## src/rtl/eighth_phase_pack.sv

```systemverilog
// rtl/eighth_phase_pack.sv - FP add/sub post-rounding renormalise, range check and IEEE-754 pack
// Optional build macro EIGHTH_PHASE_SATURATE_EN: overflow packs the largest finite value instead of infinity.
module eighth_phase_pack #(
   parameter int W_Sgf = 23,
   parameter int W_Exp = 8
) (
   input  logic                   clk,
   input  logic                   rst,
   input  logic                   start,
   input  logic                   ack,
   input  logic [W_Sgf+1:0]       Sgf_Ready,
   input  logic [W_Exp-1:0]       Exp_In,
   input  logic                   Sgn_M,
   output logic [W_Exp+W_Sgf:0]   final_result,
   output logic                   overflow_flag,
   output logic                   underflow_flag,
   output logic                   zero_flag,
   output logic                   busy,
   output logic                   done
);

   typedef enum logic [1:0] {IDLE, ADJUST, CHECK, DONE} state_t;

   // Widened exponent threshold: anything at or above the all-ones field is out of range.
   localparam logic [W_Exp:0] EXP_MAX = {1'b0, {W_Exp{1'b1}}};

   state_t                 state_q, state_d;
   logic [W_Sgf+1:0]       sgf_q, sgf_d;
   logic [W_Exp-1:0]       exp_in_q, exp_in_d;
   logic                   sgn_q, sgn_d;
   logic [W_Sgf-1:0]       frac_q, frac_d;
   logic [W_Exp:0]         exp_w_q, exp_w_d;
   logic [W_Exp+W_Sgf:0]   result_q, result_d;
   logic                   ovf_q, ovf_d;
   logic                   unf_q, unf_d;
   logic                   zro_q, zro_d;
   logic                   busy_q, busy_d;
   logic                   done_q, done_d;
   logic [W_Exp+W_Sgf:0]   ovf_value;

`ifdef EIGHTH_PHASE_SATURATE_EN
   assign ovf_value = {sgn_q, {(W_Exp-1){1'b1}}, 1'b0, {W_Sgf{1'b1}}};
`else
   assign ovf_value = {sgn_q, {W_Exp{1'b1}}, {W_Sgf{1'b0}}};
`endif

   always_comb begin
      state_d  = state_q;
      sgf_d    = sgf_q;
      exp_in_d = exp_in_q;
      sgn_d    = sgn_q;
      frac_d   = frac_q;
      exp_w_d  = exp_w_q;
      result_d = result_q;
      ovf_d    = ovf_q;
      unf_d    = unf_q;
      zro_d    = zro_q;
      case (state_q)
         IDLE: begin
            if (start) begin
               sgf_d    = Sgf_Ready;
               exp_in_d = Exp_In;
               sgn_d    = Sgn_M;
               state_d  = ADJUST;
            end
         end
         ADJUST: begin
            if (sgf_q[W_Sgf+1]) begin
               frac_d  = sgf_q[W_Sgf:1];
               exp_w_d = {1'b0, exp_in_q} + {{W_Exp{1'b0}}, 1'b1};
            end else begin
               frac_d  = sgf_q[W_Sgf-1:0];
               exp_w_d = {1'b0, exp_in_q};
            end
            state_d = CHECK;
         end
         CHECK: begin
            ovf_d = 1'b0;
            unf_d = 1'b0;
            zro_d = 1'b0;
            if (sgf_q == '0) begin
               result_d = {sgn_q, {(W_Exp+W_Sgf){1'b0}}};
               zro_d    = 1'b1;
            end else if (exp_in_q == '0 || (!sgf_q[W_Sgf+1] && !sgf_q[W_Sgf])) begin
               // Denormal results are flushed to signed zero.
               result_d = {sgn_q, {(W_Exp+W_Sgf){1'b0}}};
               unf_d    = 1'b1;
            end else if (exp_w_q >= EXP_MAX) begin
               result_d = ovf_value;
               ovf_d    = 1'b1;
            end else begin
               result_d = {sgn_q, exp_w_q[W_Exp-1:0], frac_q};
            end
            state_d = DONE;
         end
         DONE: begin
            if (ack) begin
               state_d = IDLE;
            end
         end
         default: state_d = IDLE;
      endcase
      busy_d = (state_d != IDLE);
      done_d = (state_d == DONE);
   end

   always_ff @(posedge clk or negedge rst) begin
      if (!rst) begin
         state_q  <= IDLE;
         sgf_q    <= '0;
         exp_in_q <= '0;
         sgn_q    <= 1'b0;
         frac_q   <= '0;
         exp_w_q  <= '0;
         result_q <= '0;
         ovf_q    <= 1'b0;
         unf_q    <= 1'b0;
         zro_q    <= 1'b0;
         busy_q   <= 1'b0;
         done_q   <= 1'b0;
      end else begin
         state_q  <= state_d;
         sgf_q    <= sgf_d;
         exp_in_q <= exp_in_d;
         sgn_q    <= sgn_d;
         frac_q   <= frac_d;
         exp_w_q  <= exp_w_d;
         result_q <= result_d;
         ovf_q    <= ovf_d;
         unf_q    <= unf_d;
         zro_q    <= zro_d;
         busy_q   <= busy_d;
         done_q   <= done_d;
      end
   end

   assign final_result   = result_q;
   assign overflow_flag  = ovf_q;
   assign underflow_flag = unf_q;
   assign zero_flag      = zro_q;
   assign busy           = busy_q;
   assign done           = done_q;

endmodule

```

## config.mk

```make
export PLATFORM = sky130hd
export DESIGN_NAME = eighth_phase_pack
export DESIGN_NICKNAME = d
export VERILOG_FILES = /design/src/rtl/eighth_phase_pack.sv
export SDC_FILE = /design/constraint.sdc
export NUM_CORES = 1
export LEC_CHECK = 0
export CAP_MARGIN = 25
export CORE_ASPECT_RATIO = 0.6
export CORE_UTILIZATION = 48
export DETAILED_ROUTE_END_ITERATION = 6
export DONT_BUFFER_PORTS = 1
export PLACE_DENSITY = 0.74
export SKIP_CTS_REPAIR_TIMING = 1
export SLEW_MARGIN = 20
export SYNTH_ARGS = -nofsm -noshare
export SYNTH_HDL_FRONTEND = slang
export SYNTH_SLANG_ARGS = --single-unit
```

## constraint.sdc

```tcl
create_clock -name clk -period 1.8 [get_ports clk]
set_clock_uncertainty 0.2 [all_clocks]
set_input_delay 0.09 -clock clk [delete_from_list [all_inputs] [get_ports clk]]
set_output_delay 0.09 -clock clk [all_outputs]
set_load 0.02 [all_outputs]
```

==> out/summary.md, run 1 <==
### Pwr
• **Net Sw Power** 4.28 mW
• **cell internal pwr** 6.30 mW
• **clock share of power** 18.4%
• **combinational power share** 37.4%
• **power density of the placed cells** 1860 nW/um^2
• **Leak** 2.49 nW
• **Total Power** 10.6 mW
• **peak supply drop** 0.00114 V
• **power share of the sequential group** 44.2%
• **fraction of power spent switching nets** 40.5%

### Clocking
• **root buffer cell** clkbuf_16
• **clk_lat worst skew** 0.35 ns
• **number of buffers created by CTS** 9
• **CTS tree** done
• **Reg clk slew, reported paths** 0.07 ns
• **htree depth** 3
• **maximum buffer depth of the clock tree** 2
• **Clock Sinks** 105

### Placement
• **placed wire-length estimate after detailed placement** 6.85 mm
• **number of buffer cells added on primary ports** 0
• **gp weighted congestion** 0.831

### STA
• **maximum clock frequency** 552 MHz
• **time the worst path needs with I/O delays and setup** 1.81 ns
• **Worst slew margin** 70.2%
• **final cycle utilization of the critical path** 101%
• **final hold violations** 105
• **total count of max-transition violations in the final report** 0
• **Worst Hold Slack** -0.772 ns
• **Worst Tran Pin Value** 0.446 ns
• **setup repair after global routing missed its margin** yes
• **PnR worst setup slack** -0.0100 ns
• **final setup violating endpoints** 2

### Route
• **drt pass-1 iters** 4
• **starting DRC count in detailed routing** 203
• **Via-to-Cell Ratio** 5.40
• **Post-DRT Antenna Nets** 0
• **wirelength, routed** 10.9 mm
• **post-route DRC violation count** 0
• **via count** 3,141
• **Routed WL per cell** 18.7 um

### Worst hold path
• **class of the tightest hold or removal check** in -> async

### Setup path
• **launching point of the worst reg2reg path** exp_in_q[1]$_DFFE_PN0P_
• **Critical Path Sink Type** register
• **critical path launch point type** register
• **cells on worst reg2reg path** 6
• **capturing point of the worst reg2reg path** final_result[13]$_DFFE_PN0P_
• **CP arrival** 1.87 ns
• **WS Path Type** reg -> reg
• **worst reg2reg setup slack** -0.01 ns
• **critical-path maximum fanout** 8
• **required time at the endpoint of the critical path** 1.86 ns

### Yosys
• **Synth cell types** 35
• **part of the Yosys area used for sequential elements** 57.0%
• **most used flip-flop cell after synthesis** dfrtp_1
• **number of synthesized flops with an enable pin** 0
• **most common cell in the synthesized netlist** dfrtp_1
• **post-synth top area cell** dfrtp_1
• **share of flip-flops with an asynchronous set or reset** 100%
• **Synth warnings** 0
• **Post-synth top cells** 105 x dfrtp_1, 68 x nand2_1, 40 x o21ai_0
• **Mapped Cells** 400
• **Avg Cell Area, Syn** 11.5 sq um
• **number of synthesized register bits** 105
• **post-synth net total** 440
• **share of the synthesized area in the top cell type** 57.0%
• **Synth area leaders** dfrtp_1 57%, mux2_2 8.6%, nand2_1 5.5%
• **Syn Std Cell Area** 4610 sq um

### Global route
• **initial antenna violation count** 0
• **residual overflow from global routing** 0
• **largest net degree at the start of global routing** 106
• **vias in the first global route** 2,852
• **global-route wire length before repair** 15.8 mm
• **Total Routing Usage GR** 21.3%

### Floorplan
• **overall die width** 128 um
• **Die Span Y** 77.9 um
• **area of the core** 9260 sq um
• **full die area** 10,000 sq um
• **cell row count** 27
• **starting density of the core** 49.8%
• **number of top-level pins** 75

### Outcome
• **violations in the final reports** hold timing, setup timing
• **result of the run** complete, but fails checks

### Final layout
• **fraction of final layout cells sized beyond drive strength 1** 23.7%
• **Inserted Diodes** 0
• **final layout net count** 487
• **final cell utilization of the core** 61.6%
• **Area Overhead vs Synth** 23.7%

### Job
• **number of max-cap violations** 0

## area by class of cell
type                    count  area [sq um]
well taps                 130           163
inverters                  27           101
multi-input cells         247          1940
repair buffers             57           574
clock inverters             7          71.3
fillers                   703          3560
clock buffers               9           225
flip-flops and latches    105          2630
## logic make-up (layout without fill, tap and decap cells)
family                     count (synthesis)  after routing  synth area share, %
DFF                                      105            105                 57.0
xor gates and xnor gates                   4              4                0.760
muxes                                     59             59                 13.8
adders and majority gates                  2              2                0.543
buffers and inverters                     51            100                 5.16
AOI/OAI and AO/OA                         72             75                 12.5
and+or+nand+nor                          107            107                 10.3
## power groups by stage
stage,clock network [mW],logic (mW),registers [mW]
global route,2.08,4.34,4.82
CTS,1.97,3.41,4.61
finish,1.95,3.95,4.67
detailed placement,0,3.40,4.65
global placement,0,3.26,4.58
floorplan,0,2.62,4.38
## worst max-delay path: stages (launching register included)
cell and delay, ns:
dfrtp_1 0.34, inv_1 0.05, ha_2 0.17, nor4b_4 0.12, buf_4 0.16, a211o_2 0.43, o31ai_2 0.26
## through the flow
stage	setup TNS, ns	cells	instance area (sq um)	setup slack [ns]
floorplan	0	400	4610	0.0350
finish	-0.0187	582	5700	-0.0100
global route	-0.533	582	5700	-0.0654
global placement	-0.0196	523	4820	-0.0196
CTS	-1.21	539	5110	-0.0984
detailed placement	-0.697	523	4820	-0.0741
## layer usage
metal / routed length [um] / track usage, %
met5: 0 / 0
met3: 840 / 9.79
met2: 4590 / 26.2
met1: 5210 / 31.9
met4: 210 / 7.29
## how the worst max path moves through the flow
stage,startpoint,to,cells after the start
final,exp_in_q[1]$_DFFE_PN0P_,final_result[13]$_DFFE_PN0P_,6
after global routing,exp_in_q[0]$_DFFE_PN0P_,final_result[13]$_DFFE_PN0P_,6
after CTS,exp_in_q[0]$_DFFE_PN0P_,underflow_flag$_DFFE_PN0P_,5
after detailed placement,exp_in_q[0]$_DFFE_PN0P_,underflow_flag$_DFFE_PN0P_,5
after global placement,exp_in_q[0]$_DFFE_PN0P_,underflow_flag$_DFFE_PN0P_,5
after floorplan,exp_in_q[0]$_DFFE_PN0P_,final_result[10]$_DFFE_PN0P_,6
## layout by cell type, fill, tap and decap left out, drive strengths merged
cell type and count:
a211o 4, a211oi 1, a22o 1, a31oi 3, buf 20, bufinv 1, clkbuf 9, clkinv 3
clkinvlp 3, dfrtp 105, dlygate4sd3 37, ha 2, inv 27, mux2 35, mux2i 24, nand2 68
nand2b 3, nand3 4, nand4 6, nor2 13, nor2b 1, nor3 2, nor4 5, nor4b 2
o21ai 40, o21bai 1, o221a 1, o31ai 23, o41ai 1, or3 3, xnor2 1, xor2 3
## sequential cells by signal, indices dropped and copies added (netlist names), 2 cells and up
signal        flops
final_result     32
sgf_q            25
frac_q           23
exp_w_q           9
exp_in_q          8
state_q           2
Note: power is estimated with default switching activity, not from simulation.
==> inputs of run 2 (changes only) <==
CORE_MARGIN = 2   (was not set)
==> out/summary.md, run 2 (synthesized netlist as in run 1, its figures left out) <==
### Worst hold path
• **class of the tightest hold or removal check** in -> async

### STA
• **total count of max-transition violations in the final report** 0
• **Worst Tran Pin Value** 0.488 ns
• **final cycle utilization of the critical path** 99.3%
• **PnR worst setup slack** 0.0129 ns
• **Worst Hold Slack** -0.760 ns
• **maximum clock frequency** 560 MHz
• **accumulated negative setup slack** 0 ns
• **final setup violating endpoints** 0
• **Worst slew margin** 67.4%
• **setup repair after global routing missed its margin** yes
• **final hold violations** 105
• **time the worst path needs with I/O delays and setup** 1.79 ns

### Clocking
• **root buffer cell** clkbuf_16
• **clk_lat worst skew** 0.34 ns
• **Clock Sinks** 105
• **htree depth** 3
• **number of buffers created by CTS** 9
• **CTS tree** done
• **Reg clk slew, reported paths** 0.07 ns
• **maximum buffer depth of the clock tree** 2

### Setup path
• **Critical Path Sink Type** register
• **required time at the endpoint of the critical path** 1.88 ns
• **timing endpoint of the critical path** underflow_flag$_DFFE_PN0P_
• **cells on worst reg2reg path** 5
• **Critical Path Slowest Stage Cell** dfrtp_1
• **WS Path Type** reg -> reg
• **capturing point of the worst reg2reg path** underflow_flag$_DFFE_PN0P_
• **CP arrival** 1.87 ns
• **critical-path maximum fanout** 16
• **critical path launch point** exp_in_q[0]$_DFFE_PN0P_
• **launching point of the worst reg2reg path** exp_in_q[0]$_DFFE_PN0P_
• **worst reg2reg setup slack** 0.01 ns
• **critical path launch point type** register
• **slowest stage delay, CP** 0.38 ns
• **cell-by-cell listing of the critical path** inv_1 -> ha_1 -> nor4b_4 -> a211o_4 -> o221a_2

### Final layout
• **fraction of final layout cells sized beyond drive strength 1** 22.4%
• **flip-flop count of the largest register, all copies and words added** 32
• **total of fill cells in the finished design** 766
• **Final Cell Area** 5590 sq um
• **Inserted Diodes** 0
• **highest-count cells in the layout ignoring fill and taps** 104 x dfrtp_1, 68 x nand2_1, 38 x o21ai_0, 37 x dlygate4sd3_1, 35 x mux2_2
• **final layout net count** 485
• **Area Overhead vs Synth** 21.2%
• **commonest non-fill, non-tap cell in the layout** dfrtp_1

### Route
• **post-route DRC violation count** 0
• **Via-to-Cell Ratio** 5.31
• **Post-DRT Antenna Nets** 0
• **Routed WL per cell** 17.9 um
• **drt pass-1 iters** 4
• **starting DRC count in detailed routing** 259
• **wirelength, routed** 10.4 mm
• **via count** 3,078

### Pwr
• **power density of the placed cells** 1870 nW/um^2
• **peak supply drop** 0.00113 V
• **Total Power** 10.4 mW
• **Leak** 2.48 nW

### Global route
• **Total Routing Usage GR** 20.7%
• **vias in the first global route** 2,892
• **global-route wire length before repair** 16.0 mm
• **residual overflow from global routing** 0
• **initial antenna violation count** 0
• **largest net degree at the start of global routing** 106

### Floorplan
• **starting density of the core** 49.8%
• **cell row count** 27
• **area of the core** 9260 sq um
• **full die area** 10,400 sq um
• **overall die width** 130 um
• **Die Span Y** 79.9 um
• **number of top-level pins** 75

### Placement
• **number of buffer cells added on primary ports** 0
• **placement-stage worst setup slack** -0.0818 ns
• **gp weighted congestion** 0.838
• **placed instance area** 4820 sq um
• **placed wire-length estimate after detailed placement** 6.96 mm

### Outcome
• **violations in the final reports** hold timing
• **result of the run** complete, but fails checks

### Job
• **number of max-cap violations** 0

==> run 2: cell types whose count changed in the layout (fill, tap and decap cells not counted), sizes merged <==
cell	change
bufinv	+1
clkbuf	+1
a211o	-2
clkinvlp	-2
==> run 2: worst max-delay path: cells and delay by family (launching register included) <==
| family | cells | cell delay (ns) |
|---|---|---|
| AO/OA/AOI/OAI | 2 | 0.56 |
| flip-flops | 1 | 0.38 |
| AND/OR/NAND/NOR | 1 | 0.38 |
| adder cells (fa/ha/maj) | 1 | 0.14 |
| buffers and inverters | 1 | 0.06 |
==> run 2: how the worst min path moves through the flow <==
stage	start	endpoint	slack [ns]
2_1_floorplan	rst	busy$_DFF_PN0_	-0.41
3_5_place_dp	rst	exp_in_q[7]$_DFFE_PN0P_	-0.40
5_1_grt	rst	exp_in_q[6]$_DFFE_PN0P_	-0.78
4_1_cts	rst	exp_in_q[3]$_DFFE_PN0P_	-0.78
3_3_place_gp	rst	exp_in_q[7]$_DFFE_PN0P_	-0.40
6_report	rst	exp_in_q[7]$_DFFE_PN0P_	-0.76
==> run 2: layer usage <==
metal  share of wire, %  GRT usage, %  vias up
met5                  0             0        -
met4                1.0          5.74        0
met3                 10          9.99        9
met2                 40          26.3      108
met1                 49          30.9     1491
li1                   -             -     1470
==> run 2: area by class of cell <==
| class | count | area (sq um) | share of cell area, % |
|---|---|---|---|
| multi-input combinational | 245 | 1790 | 32.0 |
| timing repair buffer | 57 | 596 | 10.7 |
| inverter | 27 | 101 | 1.81 |
| sequential | 105 | 2630 | 47.1 |
| clock buffer | 10 | 229 | 4.10 |
| clock inverter | 6 | 82.6 | 1.48 |
| tap | 130 | 163 | 2.91 |
==> run 2: where the power goes <==
part	switching, mW	internal, mW	total (mW)	leakage, nW
Combinational	1.92	1.78	3.70	1.02
Clock	0.836	1.21	2.05	0.152
Sequential	1.29	3.41	4.69	1.31
Total	4.05	6.40	10.4	2.48
==> run 2: per-stage QoR <==
step / hold WS [ns] / util, % / std cells
CTS: -0.775 / 55.4 / 539
floorplan: -0.406 / - / 400
global placement: -0.403 / 52.0 / 523
global route: -0.780 / 60.3 / 580
finish: -0.760 / 60.3 / 580
detailed placement: -0.404 / 52.0 / 523
==> inputs of run 3 (changes only) <==
--- a/config.mk
+++ b/config.mk
@@ -10,4 +10,5 @@
 export CORE_MARGIN = 2
 export CORE_UTILIZATION = 48
+export CTS_CLUSTER_SIZE = 28
 export DETAILED_ROUTE_END_ITERATION = 6
 export DONT_BUFFER_PORTS = 1
==> constraint.sdc (replaced) <==
create_clock -name clk -period 1.8 [get_ports clk]
set_clock_uncertainty 0.2 [all_clocks]
set_input_delay 0.27 -clock clk [delete_from_list [all_inputs] [get_ports clk]]
set_output_delay 0.27 -clock clk [all_outputs]
set_load 0.02 [all_outputs]
==> out/summary.md, run 3 (synthesized netlist as in run 1, its figures left out) <==
### Clocking
• **maximum buffer depth of the clock tree** 2
• **htree depth** 3
• **Reg clk slew, reported paths** 0.07 ns
• **number of buffers created by CTS** 9
• **clk_lat worst skew** 0.34 ns
• **Clock Sinks** 105
• **root buffer cell** clkbuf_16
• **CTS tree** done

### Global route
• **largest net degree at the start of global routing** 106
• **vias in the first global route** 2,892
• **global-route wire length before repair** 16.0 mm
• **residual overflow from global routing** 0
• **initial antenna violation count** 0
• **Total Routing Usage GR** 20.7%

### Outcome
• **violations in the final reports** hold timing
• **result of the run** complete, but fails checks

### Floorplan
• **cell row count** 27
• **number of top-level pins** 75
• **Die Span Y** 79.9 um
• **full die area** 10,400 sq um
• **overall die width** 130 um
• **starting density of the core** 49.8%
• **area of the core** 9260 sq um

### Placement
• **placed instance area** 4820 sq um
• **gp weighted congestion** 0.838
• **number of cells in the design after placement** 523
• **placed wire-length estimate after detailed placement** 6.96 mm
• **number of buffer cells added on primary ports** 0

### Pwr
• **Leak** 2.48 nW
• **power density of the placed cells** 1870 nW/um^2
• **peak supply drop** 0.00113 V

### Final layout
• **highest-count cells in the layout ignoring fill and taps** 104 x dfrtp_1, 68 x nand2_1, 38 x o21ai_0, 36 x dlygate4sd3_1, 35 x mux2_2
• **Final Cell Area** 5580 sq um
• **commonest non-fill, non-tap cell in the layout** dfrtp_1
• **flip-flop count of the largest register, all copies and words added** 32
• **Inserted Diodes** 0
• **area of combinational cells with multiple inputs** 1790 sq um
• **fraction of final layout cells sized beyond drive strength 1** 22.5%
• **total of fill cells in the finished design** 766
• **Area Overhead vs Synth** 21.0%
• **final layout net count** 484
• **fin cells** 579
• **Reg area** 2630 sq um

### STA
• **total count of max-transition violations in the final report** 0
• **Worst Hold Slack** -0.581 ns
• **accumulated negative setup slack** 0 ns
• **final hold violations** 105
• **maximum clock frequency** 560 MHz
• **time the worst path needs with I/O delays and setup** 1.79 ns
• **final cycle utilization of the critical path** 99.2%
• **final setup violating endpoints** 0
• **Worst slew margin** 67.2%
• **Worst Tran Pin Value** 0.490 ns
• **setup repair after global routing missed its margin** yes

### Route
• **via count** 3,114
• **drt pass-1 iters** 4
• **Routed WL per cell** 18.0 um
• **wirelength, routed** 10.4 mm
• **starting DRC count in detailed routing** 280
• **Via-to-Cell Ratio** 5.38
• **post-route DRC violation count** 0
• **Post-DRT Antenna Nets** 0

### Worst hold path
• **class of the tightest hold or removal check** in -> async

### Setup path
• **CP arrival** 1.87 ns
• **Critical Path Sink Type** register
• **WS Path Type** reg -> reg
• **critical path launch point type** register
• **required time at the endpoint of the critical path** 1.88 ns
• **critical-path maximum fanout** 16

### Job
• **number of max-cap violations** 0

==> run 3: per-layer routing <==
metal  track usage (%)  part of all wire (%)  vias to the layer above
li1                  -                     -                     1471
met1              30.9                    49                     1519
met3              9.99                    10                        9
met2              26.3                    40                      115
met4              5.74                   1.0                        0
met5                 0                     0                        -
==> run 3: area by class of cell <==
| type | instances | share of cell area (%) |
|---|---|---|
| Clock buffer | 10 | 4.11 |
| Clock inverter | 6 | 1.48 |
| Inverter | 27 | 1.82 |
| Multi-Input combinational cell | 245 | 32.0 |
| Sequential cell | 105 | 47.1 |
| Tap cell | 130 | 2.92 |
| Timing Repair Buffer | 56 | 10.5 |
==> run 3: final timing paths <==
check | depth (start not counted) | start | endpoint | slack, ns
worst min register to register | 2 | frac_q[17]$_DFFE_PN0N_ | frac_q[17]$_DFFE_PN0N_ | 0.29
worst max register to register | 5 | exp_in_q[0]$_DFFE_PN0P_ | underflow_flag$_DFFE_PN0P_ | 0.01
worst max-delay path | 5 | exp_in_q[0]$_DFFE_PN0P_ | underflow_flag$_DFFE_PN0P_ | 0.01
worst min-delay path | 0 | rst | done$_DFF_PN0_ | -0.58
max in group asynchronous | 0 | rst | sgf_q[24]$_DFFE_PN0P_ | 1.82
min in group clk | 2 | frac_q[17]$_DFFE_PN0N_ | frac_q[17]$_DFFE_PN0N_ | 0.29
==> run 3: worst max-delay path: stages, from the launching register on <==
cell and delay [ns]:
dfrtp_1 0.38, inv_1 0.06, ha_1 0.14, nor4b_4 0.38, a211o_4 0.34, o221a_2 0.22
==> run 3: metrics by stage <==
stage | hold WS [ns] | util (%) | worst slack (ns) | power, mW
after floorplan | -0.226 | - | 0.0350 | 7.00
after global placement | -0.223 | 52.0 | -0.00271 | 7.86
after detailed placement | -0.224 | 52.0 | -0.0818 | 8.07
after CTS | -0.595 | 55.4 | -0.0857 | 10.1
after global routing | -0.600 | 60.2 | -0.0706 | 11.1
final | -0.581 | 60.2 | 0.0138 | 10.4
==> run 3: where the power goes <==
part / internal (mW) / leakage (nW) / switching (mW)
clock: 1.21 / 0.152 / 0.839
combinational: 1.76 / 1.02 / 1.92
sequential: 3.41 / 1.31 / 1.29
total: 6.38 / 2.48 / 4.05
